==> src/rtl/adder32_seq.sv <==
// adder32_seq: byte-serial 32-bit add/subtract sequencer.
// One shared 8-bit ripple adder (adder8) is stepped over four cycles, LSB first,
// with the inter-byte carry held in a register.
//
// Ports:
//   clk_i        clock, rising edge
//   rst_ni       synchronous active-low reset
//   req_valid_i  request present           req_ready_o  request can be accepted
//   req_sub_i    0: a+b, 1: a-b            req_a_i/req_b_i  32-bit operands
//   res_valid_o  result available          res_ready_i  consumer takes result
//   res_sum_o    sum/difference mod 2^32   res_carry_o  carry out of bit 31
//   res_ovf_o    signed overflow           res_zero_o   res_sum_o == 0

// adder8: plain 8-bit ripple-carry adder.
//   a_i, b_i  operand bytes   carry_i  carry in
//   sum_o     sum byte        carry_o  carry out of bit 7
module adder8 (
  input  logic [7:0] a_i,
  input  logic [7:0] b_i,
  input  logic       carry_i,
  output logic [7:0] sum_o,
  output logic       carry_o
);

  logic c;

  always_comb begin
    sum_o = '0;
    c     = carry_i;
    for (int i = 0; i < 8; i++) begin
      sum_o[i] = a_i[i] ^ b_i[i] ^ c;
      c        = (a_i[i] & b_i[i]) | (c & (a_i[i] ^ b_i[i]));
    end
    carry_o = c;
  end

endmodule

module adder32_seq (
  input  logic        clk_i,
  input  logic        rst_ni,
  input  logic        req_valid_i,
  output logic        req_ready_o,
  input  logic        req_sub_i,
  input  logic [31:0] req_a_i,
  input  logic [31:0] req_b_i,
  output logic        res_valid_o,
  input  logic        res_ready_i,
  output logic [31:0] res_sum_o,
  output logic        res_carry_o,
  output logic        res_ovf_o,
  output logic        res_zero_o
);

  typedef enum logic [1:0] {StIdle, StBusy, StDone} state_e;

  state_e      state_q;
  logic [1:0]  cnt_q;
  logic [31:0] a_q;
  logic [31:0] b_q;      // already inverted for subtraction
  logic [31:0] sum_q;
  logic        carry_q;
  logic        res_carry_q;
  logic        res_ovf_q;
  logic        ready_q;
  logic        valid_q;

  logic [4:0]  byte_base;
  logic [7:0]  a_byte;
  logic [7:0]  b_byte;
  logic [7:0]  add_sum;
  logic        add_carry;

  assign byte_base = {cnt_q, 3'b000};
  assign a_byte    = a_q[byte_base +: 8];
  assign b_byte    = b_q[byte_base +: 8];

  adder8 u_adder8 (
    .a_i     (a_byte),
    .b_i     (b_byte),
    .carry_i (carry_q),
    .sum_o   (add_sum),
    .carry_o (add_carry)
  );

  always_ff @(posedge clk_i) begin
    if (!rst_ni) begin
      state_q     <= StIdle;
      cnt_q       <= 2'd0;
      a_q         <= '0;
      b_q         <= '0;
      sum_q       <= '0;
      carry_q     <= 1'b0;
      res_carry_q <= 1'b0;
      res_ovf_q   <= 1'b0;
      ready_q     <= 1'b1;
      valid_q     <= 1'b0;
    end else begin
      unique case (state_q)
        StIdle: begin
          if (req_valid_i) begin
            a_q         <= req_a_i;
            b_q         <= req_sub_i ? ~req_b_i : req_b_i;
            carry_q     <= req_sub_i;  // the +1 of two's-complement negation
            cnt_q       <= 2'd0;
            sum_q       <= '0;
            res_carry_q <= 1'b0;
            res_ovf_q   <= 1'b0;
            ready_q     <= 1'b0;
            state_q     <= StBusy;
          end
        end
        StBusy: begin
          sum_q[byte_base +: 8] <= add_sum;
          carry_q               <= add_carry;
          cnt_q                 <= cnt_q + 2'd1;
          if (cnt_q == 2'd3) begin
            res_carry_q <= add_carry;
            // Carry into bit 31 is recovered as a ^ b ^ sum at that bit.
            res_ovf_q   <= add_carry ^ (a_q[31] ^ b_q[31] ^ add_sum[7]);
            valid_q     <= 1'b1;
            state_q     <= StDone;
          end
        end
        StDone: begin
          if (res_ready_i) begin
            valid_q <= 1'b0;
            ready_q <= 1'b1;
            state_q <= StIdle;
          end
        end
        default: begin
          state_q <= StIdle;
          ready_q <= 1'b1;
          valid_q <= 1'b0;
        end
      endcase
    end
  end

  assign req_ready_o = ready_q;
  assign res_valid_o = valid_q;
  assign res_sum_o   = sum_q;
  assign res_carry_o = res_carry_q;
  assign res_ovf_o   = res_ovf_q;
  assign res_zero_o  = (sum_q == 32'd0);

endmodule

==> config.mk <==
export PLATFORM = sky130hd
export DESIGN_NAME = adder32_seq
export DESIGN_NICKNAME = d
export VERILOG_FILES = /design/src/rtl/adder32_seq.sv
export SDC_FILE = /design/constraint.sdc
export NUM_CORES = 1
export LEC_CHECK = 0
export ABC_AREA = 1
export CORE_MARGIN = 10
export CORE_UTILIZATION = 50
export DETAILED_ROUTE_END_ITERATION = 10
export GPL_TIMING_DRIVEN = 0
export PLACE_DENSITY = 0.88
export SKIP_CTS_REPAIR_TIMING = 1
export SYNTH_ARGS = -nofsm -noshare
export SYNTH_HDL_FRONTEND = slang
export SYNTH_SLANG_ARGS = --single-unit
==> constraint.sdc <==
create_clock -name clk_i -period 6.8 [get_ports clk_i]
set_clock_uncertainty 0.2 [all_clocks]
set_input_delay 1.36 -clock clk_i [delete_from_list [all_inputs] [get_ports clk_i]]
set_output_delay 1.36 -clock clk_i [all_outputs]
set_load 0.01 [all_outputs]
## Word-level counts from Yosys, hierarchy flattened

Index checks and enable logic that the tools add are counted.

| word-level totals | value |
|---|---|
| bits in registers | 105 |
| input bits | 69 |

| operators by class | value |
|---|---|
| add/sub/neg operators | 2 |
| equal/unequal tests | 6 |
| shifts and indexed selects | 4 |
| mux-type cells | 22 |
| bitwise operators | 46 |
| reduce and logical (&&, ||, !) cells | 9 |

Operator list:

| cell | count |
|---|---|
| $mux W32 | 2 |
| $pmux W32 S2 | 1 |
| $shiftx A32 B6 Y8 | 2 |
| $bwmux W32 | 1 |
| $logic_not A32 Y1 | 1 |
| $not A32 Y32 | 1 |
| $shift A8 B7 Y32 const A | 1 |
| $shiftx A8 B7 Y32 | 1 |
| $xor A1 B1 Y1 | 19 |
| $and A1 B1 Y1 | 16 |
| $reduce_and A3 Y1 | 4 |
| $mux W2 | 4 |
| $or A1 B1 Y1 | 8 |
| $mux W1 | 7 |
| $neg A5 Y7 | 1 |
| $ne A2 B2 Y1 const B | 3 |
| $pmux W1 S2 | 3 |
| $pmux W1 S3 | 2 |
| $pmux W2 S3 | 1 |
| $eq A2 B2 Y1 const B | 2 |
| $pmux W2 S2 | 1 |
| $reduce_and A2 Y1 | 2 |
| $add A2 B1 Y2 const B | 1 |
| $eq A2 B1 Y1 const B | 1 |
| 3 further kinds | 4 |

## Depth between registers and ports, before layout

Gate-level depths: netlist (run 1).

| logic depth | value |
|---|---|
| depth in word-level cells | 21 |
| depth in mapped cells | 22 |
| gate-level depth less buffers | 20 |

## Modules after synthesis

Synthesis (run 1) repeated with hierarchy kept, for this count alone.

| unflattened totals | value |
|---|---|
| cell total of the unflattened synthesis | 657 |
| area total of the unflattened synthesis | 5,082.4 um^2 |

By module, submodules not included:

| module | instances | cells each | area an instance (um^2) | seq. area each (um^2) |
|---|---|---|---|---|
| adder32_seq | 1 | 639 | 4,884.7 | 2,102.0 |
| adder8 | 1 | 18 | 197.7 | 0.0 |

## Worst setup path after synthesis (run 1)

Ideal clock, no wire load.

| path | value |
|---|---|
| kind | flip-flop to flip-flop |
| from | reg cnt_q[0] |
| to | reg res_ovf_q, in the netlist res_ovf_o |
| library setup time | 132 ps |
| arrival time | 4,396 ps |
| data required time | 6,468 ps |
| slack | 2,072 ps |
| cell stages (with the launch flop) | 22 |
| path buffers | 2 |
| period minus slack after synthesis | 4,728 ps |
| cells stage by stage | dfxtp_1 buf_2 buf_2 nand2_1 a32o_1 fa_1 fa_1 fa_1 fa_1 fa_1 inv_1 fa_1 inv_1 fa_1 inv_1 fa_1 inv_1 nand2_1 nand2_1 nand2_1 nand3_1 a21oi_1 |

| on the way | value |
|---|---|
| longest elaborated chain between the ends | 21 |

Ends and longest elaborated chain:

| item | line | RTL |
|---|---|---|
| from (decl) | 58 | `logic [1:0] cnt_q;` |
| from (signal assigned) | 116 | `cnt_q <= cnt_q + 2'd1;` |
| $shiftx A32 B6 Y8 (on tied branches) | 75, 76 |  |
| $xor A1 B1 Y1 | 32 | `c = (a_i[i] & b_i[i]) \| (c & (a_i[i] ^ b_i[i]));` |
| $and A1 B1 Y1 | 32 |  |
| $or A1 B1 Y1 | 32 |  |
| $and A1 B1 Y1 | 32 |  |
| $or A1 B1 Y1 | 32 |  |
| $and A1 B1 Y1 | 32 |  |
| $or A1 B1 Y1 | 32 |  |
| (+5 left out) | -- |  |
| $or A1 B1 Y1 | 32 |  |
| $and A1 B1 Y1 | 32 |  |
| $or A1 B1 Y1 | 32 |  |
| $and A1 B1 Y1 / $xor A1 B1 Y1 (equally long branches) | 32, 31 |  |
| $or A1 B1 Y1 / $xor A1 B1 Y1 (equally long branches) | 32, 120 |  |
| $xor A1 B1 Y1 | 120 | `res_ovf_q <= add_carry ^ (a_q[31] ^ b_q[31] ^ add_sum[7]);` |
| $mux W1 | 117 | `if (cnt_q == 2'd3) begin` |
| $pmux W1 S2 | 99 | `unique case (state_q)` |
| to (signal assigned) | 120 |  |
| to (decl) | 64 | `logic res_ovf_q;` |

Several ways; a longest one is shown, not always the timed one. The select of a mux whose other input is x is not followed.
A chain may end at the register's enable or synchronous reset.

## Worst setup path in the final report (run 1)

Ends and elaborated chain as after synthesis.

==> impl_metrics.csv, run 1 <==
group,metric,value,unit
global_routing,grt-ovfl-total,0,
worst_hold_path,hold_path_startpoint,"b_q[28]",
floorplan,io_pins,106,
drt,wl,14390,µm
timing,max_freq,0.1899,GHz
global_routing,grt_pass1_vias,4864,
finish,final_common_cell,"nor2_1",
power_and_ir_drop,powerDensity,212.7,mW/mm²
drt,route.detailed.drc,0,
drt,via_count,4777,
clocking,cts_buffers,9,
worst_hold_path,min_delay_path_depth,2,
timing,fin_ws,1.534,ns
global_routing,grt_pass1_wl,23390,µm
drt,ant_nets,0,
critical_path,cpPeakStageDelay,0.53,ns
critical_path,arrival,5.31,ns
timing,finalSetupTns,0,ns
floorplan,rows,36,
synth,syn_area,0.005057,mm²
place,hpwlAfterDp,11580,µm
run_status,status,"complete, no violations",
synth,synth_edf_count,0,
clocking,htree_levels,3,
clocking,clk_path_buf_depth,2,
global_routing,track_usage,19.57,%
synth,ys_seq_area_share,41.56,%
synth,yosys_register_bits,105,
global_routing,antenna_found_initial,0,
timing,slew_viol_final,0,
critical_path,reg2reg_from,"cnt_q[0]",
drt,drt-initial-drc-count,397,
timing,setup_violations,0,
critical_path,r2r_end,"res_ovf_o",
critical_path,cp.required,6.84,ns
worst_hold_path,hp-class,"register to register",
place,gp_congestion,0.9805,
drt,avgViaCountPerCell,5.296,
place,dp.cells,886,
finish,stdcell_count,902,
timing,max_slew_margin,52.64,%
floorplan,core,0.009819,mm²
critical_path,crit_chain,"buf_2 > buf_2 > nand2_1 > a32o_1 > fa_1 > fa_1 > fa_1 > fa_1 > fa_1 > inv_1 > fa_1 > inv_1 > fa_1 > inv_1 > fa_1 > inv_1 > nand2_1 > nand2_1 > nand2_1 > nand3_1 > a21oi_1",
floorplan,dieArea,0.01454,mm²
synth,synth.net_count,731,
timing,grt_setup_unrepaired,"false",
critical_path,r2r_slack,1.53,ns
synth,syn_avg_cell_area,7.781,µm²
synth,async_reset_ff_share,0,%
power_and_ir_drop,irDropWorstVdd,130.3,µV
clocking,ctsRootBufferMaster,"clkbuf_8",
finish,area_delta_synth_final,27.41,%
worst_hold_path,min_to,"b_q[28]",
finish,nNetsFinal,845,
critical_path,critPathCaptureType,"register",
critical_path,rr_worst_depth,21,
critical_path,cp-start-kind,"register",
place,port_buffers,103,
finish,final_cell_mix,"nor2_1 (111), dfxtp_1 (105), clkdlybuf4s50_1 (103)",
drt,post_drt_wl_per_cell,15.95,µm
synth,ys_types,30,
clocking,cts_sinks,105,
global_routing,grt_max_degree,19,
timing,worst_slew_pin_slew,0.7104,ns
critical_path,crit_type,"register to register",
job,cap_violations,0,
floorplan,die_h,120.6,µm
clocking,path_clk_slew,0.10,ns
synth,ys.flop_type,"dfxtp_1",
clocking,cts_tree,"built",
floorplan,die_x,120.6,µm
finish,drive_gt1_share,10.66,%
timing,hold_viol_final,0,
critical_path,slowest_stage,"fa_1",
critical_path,path_common_cell,"fa_1",
power_and_ir_drop,p_total,1.370,mW
synth,synth_warnings,0,
finish,antenna_cells,0,
timing,final.min_clock_period,5.266,ns
place,dp_worst_setup_slack,1.582,ns
synth,netlist_instances,650,
critical_path,path_max_fanout,10,
power_and_ir_drop,leakagePower,2.381,nW
clocking,clkLatencyLatePin,0.37,ns
timing,fin_crit_sh,77.43,%
floorplan,initial_core_util,51.50,%
drt,dr.pass1.iters,7,
[area by class of cell]
| cell class | instances | area (µm²) |
|---|---|---|
| Tap cell | 133 | 166.4 |
| Timing Repair Buffer | 103 | 1031 |
| Inverter | 40 | 155.1 |
| Sequential cell | 105 | 2102 |
| Buffer | 42 | 224.0 |
| Clock inverter | 6 | 51.30 |
| Multi-Input combinational cell | 463 | 2576 |
| Clock buffer | 10 | 137.6 |
| Fill cell | 843 | 3376 |
[power breakdown]
part | switching (mW) | internal [mW] | leakage (nW)
Clock | 0.222 | 0.148 | 0.0935
Sequential | 0.0245 | 0.654 | 0.862
Combinational | 0.184 | 0.138 | 1.43
Total | 0.430 | 0.940 | 2.38
[critical path, delay by kind of cell, from the launching register on]
| family | cells | cell delay [ns] |
|---|---|---|
| compound gates | 2 | 0.33 |
| flops | 1 | 0.39 |
| fa+ha+maj | 8 | 3.01 |
| simple gates | 5 | 0.34 |
| buf+inv | 6 | 0.87 |
[cell usage after synthesis, types with 7 or more instances]
cell type / number / area, µm²
nor2_1: 111 / 416.7
dfxtp_1: 105 / 2102
nand2_1: 95 / 356.6
a21oi_1: 72 / 360.4
o21ai_0: 66 / 330.3
inv_1: 33 / 123.9
buf_2: 20 / 100.1
xnor2_1: 20 / 175.2
a211oi_2: 19 / 237.7
nand3_1: 19 / 95.09
clkbuf_1: 14 / 52.55
xor2_1: 13 / 113.9
fa_1: 8 / 160.2
nor3_1: 7 / 35.03
[sequential cells by signal (all words and copies together) (netlist names)]
name and cells:
a_q 32, b_q 32, carry_q 1, cnt_q 2, req_ready_o 1, res_carry_o 1
res_ovf_o 1, res_sum_o 32, res_valid_o 1, state_q 2
[worst max-delay path by stage]
stage,startpoint,end,cells past startpoint
floorplan,cnt_q[0],res_ovf_o,21
global placement,cnt_q[0],res_ovf_o,21
detailed placement,cnt_q[0],res_ovf_o,21
CTS,cnt_q[0],res_ovf_o,21
global route,cnt_q[0],res_ovf_o,21
finish,cnt_q[0],res_ovf_o,21
[through the flow]
step / utilization (%) / area (µm²) / hold WS [ns]
floorplan: - / 5057 / 0.2239
global placement: 63.70 / 6255 / 0.2336
detailed placement: 63.70 / 6255 / 0.2492
CTS: 65.62 / 6444 / 0.2624
global route: 65.62 / 6444 / 0.2802
finish: 65.62 / 6444 / 0.2647
[kinds of logic (layout without fill, tap and decap cells)]
kind of cell | Yosys count | count (layout) | share of synthesized area (%)
AOI/OAI and AO/OA | 168 | 168 | 20.14
and+or+nand+nor | 250 | 250 | 20.93
buffers and inverters | 82 | 201 | 7.496
DFF | 105 | 105 | 41.56
adders and majority gates | 12 | 12 | 4.156
xor gates and xnor gates | 33 | 33 | 5.715
[layer usage]
metal | wire, µm | share of wire [%] | global-route usage (%) | vias up
met2 | 7144 | 50 | 34.27 | 177
met1 | 5921 | 41 | 22.76 | 2213
li1 | - | - | - | 2356
met3 | 964 | 6.7 | 4.979 | 31
met4 | 358 | 2.5 | 6.486 | 0
met5 | 0 | 0 | 0 | -
Note: power is estimated with default switching activity, not from simulation.
==> run 2, diff against run 1 <==
==> constraint.sdc (replaced) <==
create_clock -name clk_i -period 5.3 [get_ports clk_i]
set_clock_uncertainty 0.2 [all_clocks]
set_input_delay 1.06 -clock clk_i [delete_from_list [all_inputs] [get_ports clk_i]]
set_output_delay 1.06 -clock clk_i [all_outputs]
set_load 0.01 [all_outputs]
==> run 2 against run 1 <==
  * Clock-buffer cell count unchanged
  * Largest cell class unchanged
  * Cell count unchanged
  * Routed wire length unchanged
  * Core utilization rose by 0.15 points
  * Final area rose by 0.23%
  * Sequential power rose by 28%
  * Fmax is 3.8% higher
==> impl_metrics.csv, run 2 (same netlist as run 1, synthesis figures left out) <==
group,metric,value,unit
finish,final_cell_mix,"nor2_1 (111), dfxtp_1 (105), clkdlybuf4s50_1 (103)",
drt,via_count,4792,
finish,drive_gt1_share,11.18,%
clocking,htree_levels,3,
power_and_ir_drop,irDropWorstVdd,169.7,µV
timing,worst_slew_pin_slew,0.7446,ns
floorplan,rows,36,
finish,antenna_cells,0,
drt,post_drt_wl_per_cell,15.95,µm
critical_path,critPathBufInv,6,
power_and_ir_drop,leakagePower,2.388,nW
power_and_ir_drop,powerDensity,272.5,mW/mm²
place,hpwlAfterDp,11580,µm
global_routing,grt-ovfl-total,0,
drt,route.detailed.drc,0,
clocking,clk_path_buf_depth,2,
critical_path,path_common_cell,"fa_1",
floorplan,die_x,120.6,µm
global_routing,grt_max_degree,19,
drt,wl,14390,µm
timing,hold_viol_final,0,
clocking,cts_sinks,105,
finish,area_delta_synth_final,27.71,%
timing,setup_violations,0,
global_routing,grt_pass1_wl,23390,µm
timing,slew_viol_final,0,
place,port_buffers,103,
finish,stdcell_count,902,
timing,fin_ws,0.2273,ns
floorplan,io_pins,106,
finish,nNetsFinal,845,
critical_path,cp-start-kind,"register",
timing,max_freq,0.1971,GHz
place,gp_congestion,0.9805,
floorplan,core,0.009819,mm²
drt,routed.top_layer,"met4",
floorplan,initial_core_util,51.50,%
floorplan,die_h,120.6,µm
drt,avgViaCountPerCell,5.313,
run_status,status,"complete, no violations",
drt,wl_met1,5866,µm
clocking,cts_tree,"built",
floorplan,dieArea,0.01454,mm²
timing,fin_crit_sh,95.71,%
global_routing,grt_pass1_vias,4864,
critical_path,cpPeakStageDelay,0.50,ns
critical_path,crit_chain,"buf_6 > clkbuf_4 > nand2_1 > a32o_1 > fa_1 > fa_1 > fa_1 > fa_1 > fa_1 > inv_1 > fa_1 > inv_1 > fa_1 > inv_1 > fa_2 > inv_1 > nand2_1 > nand2_1 > nand2_1 > nand3_1 > a21oi_1",
job,cap_violations,0,
critical_path,critPathCaptureType,"register",
critical_path,slowest_stage,"fa_2",
drt,dr_wl_met3,1014,µm
timing,finalSetupTns,0,ns
critical_path,crit_type,"register to register",
critical_path,cp.required,5.34,ns
global_routing,track_usage,19.57,%
drt,dr.pass1.iters,5,
critical_path,path_max_fanout,10,
timing,final.min_clock_period,5.073,ns
global_routing,antenna_found_initial,0,
clocking,ctsRootBufferMaster,"clkbuf_8",
place,dp.cells,886,
drt,drt-initial-drc-count,437,
timing,hold-worst-slack,0.2636,ns
critical_path,arrival,5.11,ns
clocking,path_clk_slew,0.10,ns
finish,final_common_cell,"nor2_1",
drt,met2_wirelength,7183,µm
place,dp_worst_setup_slack,0.08239,ns
power_and_ir_drop,p_total,1.760,mW
clocking,clkLatencyLatePin,0.36,ns
timing,grt_setup_unrepaired,"false",
clocking,cts_buffers,9,
critical_path,cp_top_family,"adder cells",
timing,max_slew_margin,50.36,%
drt,ant_nets,0,
worst_hold_path,hp-class,"register to register",
## run 2: path summary, 6_finish.rpt
path / slack (ns) / end / cells after the start / from
min: 0.26 / b_q[28] / 2 / b_q[28]
max: 0.23 / res_ovf_o / 21 / cnt_q[0]
min reg2reg: 0.26 / b_q[28] / 2 / b_q[28]
max reg2reg: 0.23 / res_ovf_o / 21 / cnt_q[0]
## run 2: metrics by stage
stage	utilization [%]	cell area, µm²
final	65.77	6459
after global routing	65.77	6459
after CTS	65.62	6444
after detailed placement	63.70	6255
after global placement	63.70	6255
after floorplan	-	5057
## run 2: power by group
part / switching, mW / internal, mW
clock network: 0.284 / 0.190
registers: 0.0312 / 0.840
logic: 0.236 / 0.180
## run 2: final cells by class
type	instances	area, µm²
buffer	42	236.5
clock buffer	10	137.6
clock inverter	6	51.30
fill	847	3361
inverter	40	155.1
multi-input combinational	463	2579
sequential	105	2102
tap	133	166.4
timing repair buffer	103	1031
## run 2: worst reg2reg max path: cells and delay by family (launching register included)
kind	cells	cell delay, ns
buffers and inverters	6	0.72
AOI/OAI and AO/OA	2	0.33
and+or+nand+nor	5	0.32
DFF	1	0.41
adders and majority gates	8	2.97
## run 2: routing by layer
metal  track usage [%]  vias up
met2             34.27      192
met3             4.979       30
li1                  -     2358
met5                 0        -
met1             22.76     2212
met4             6.486        0
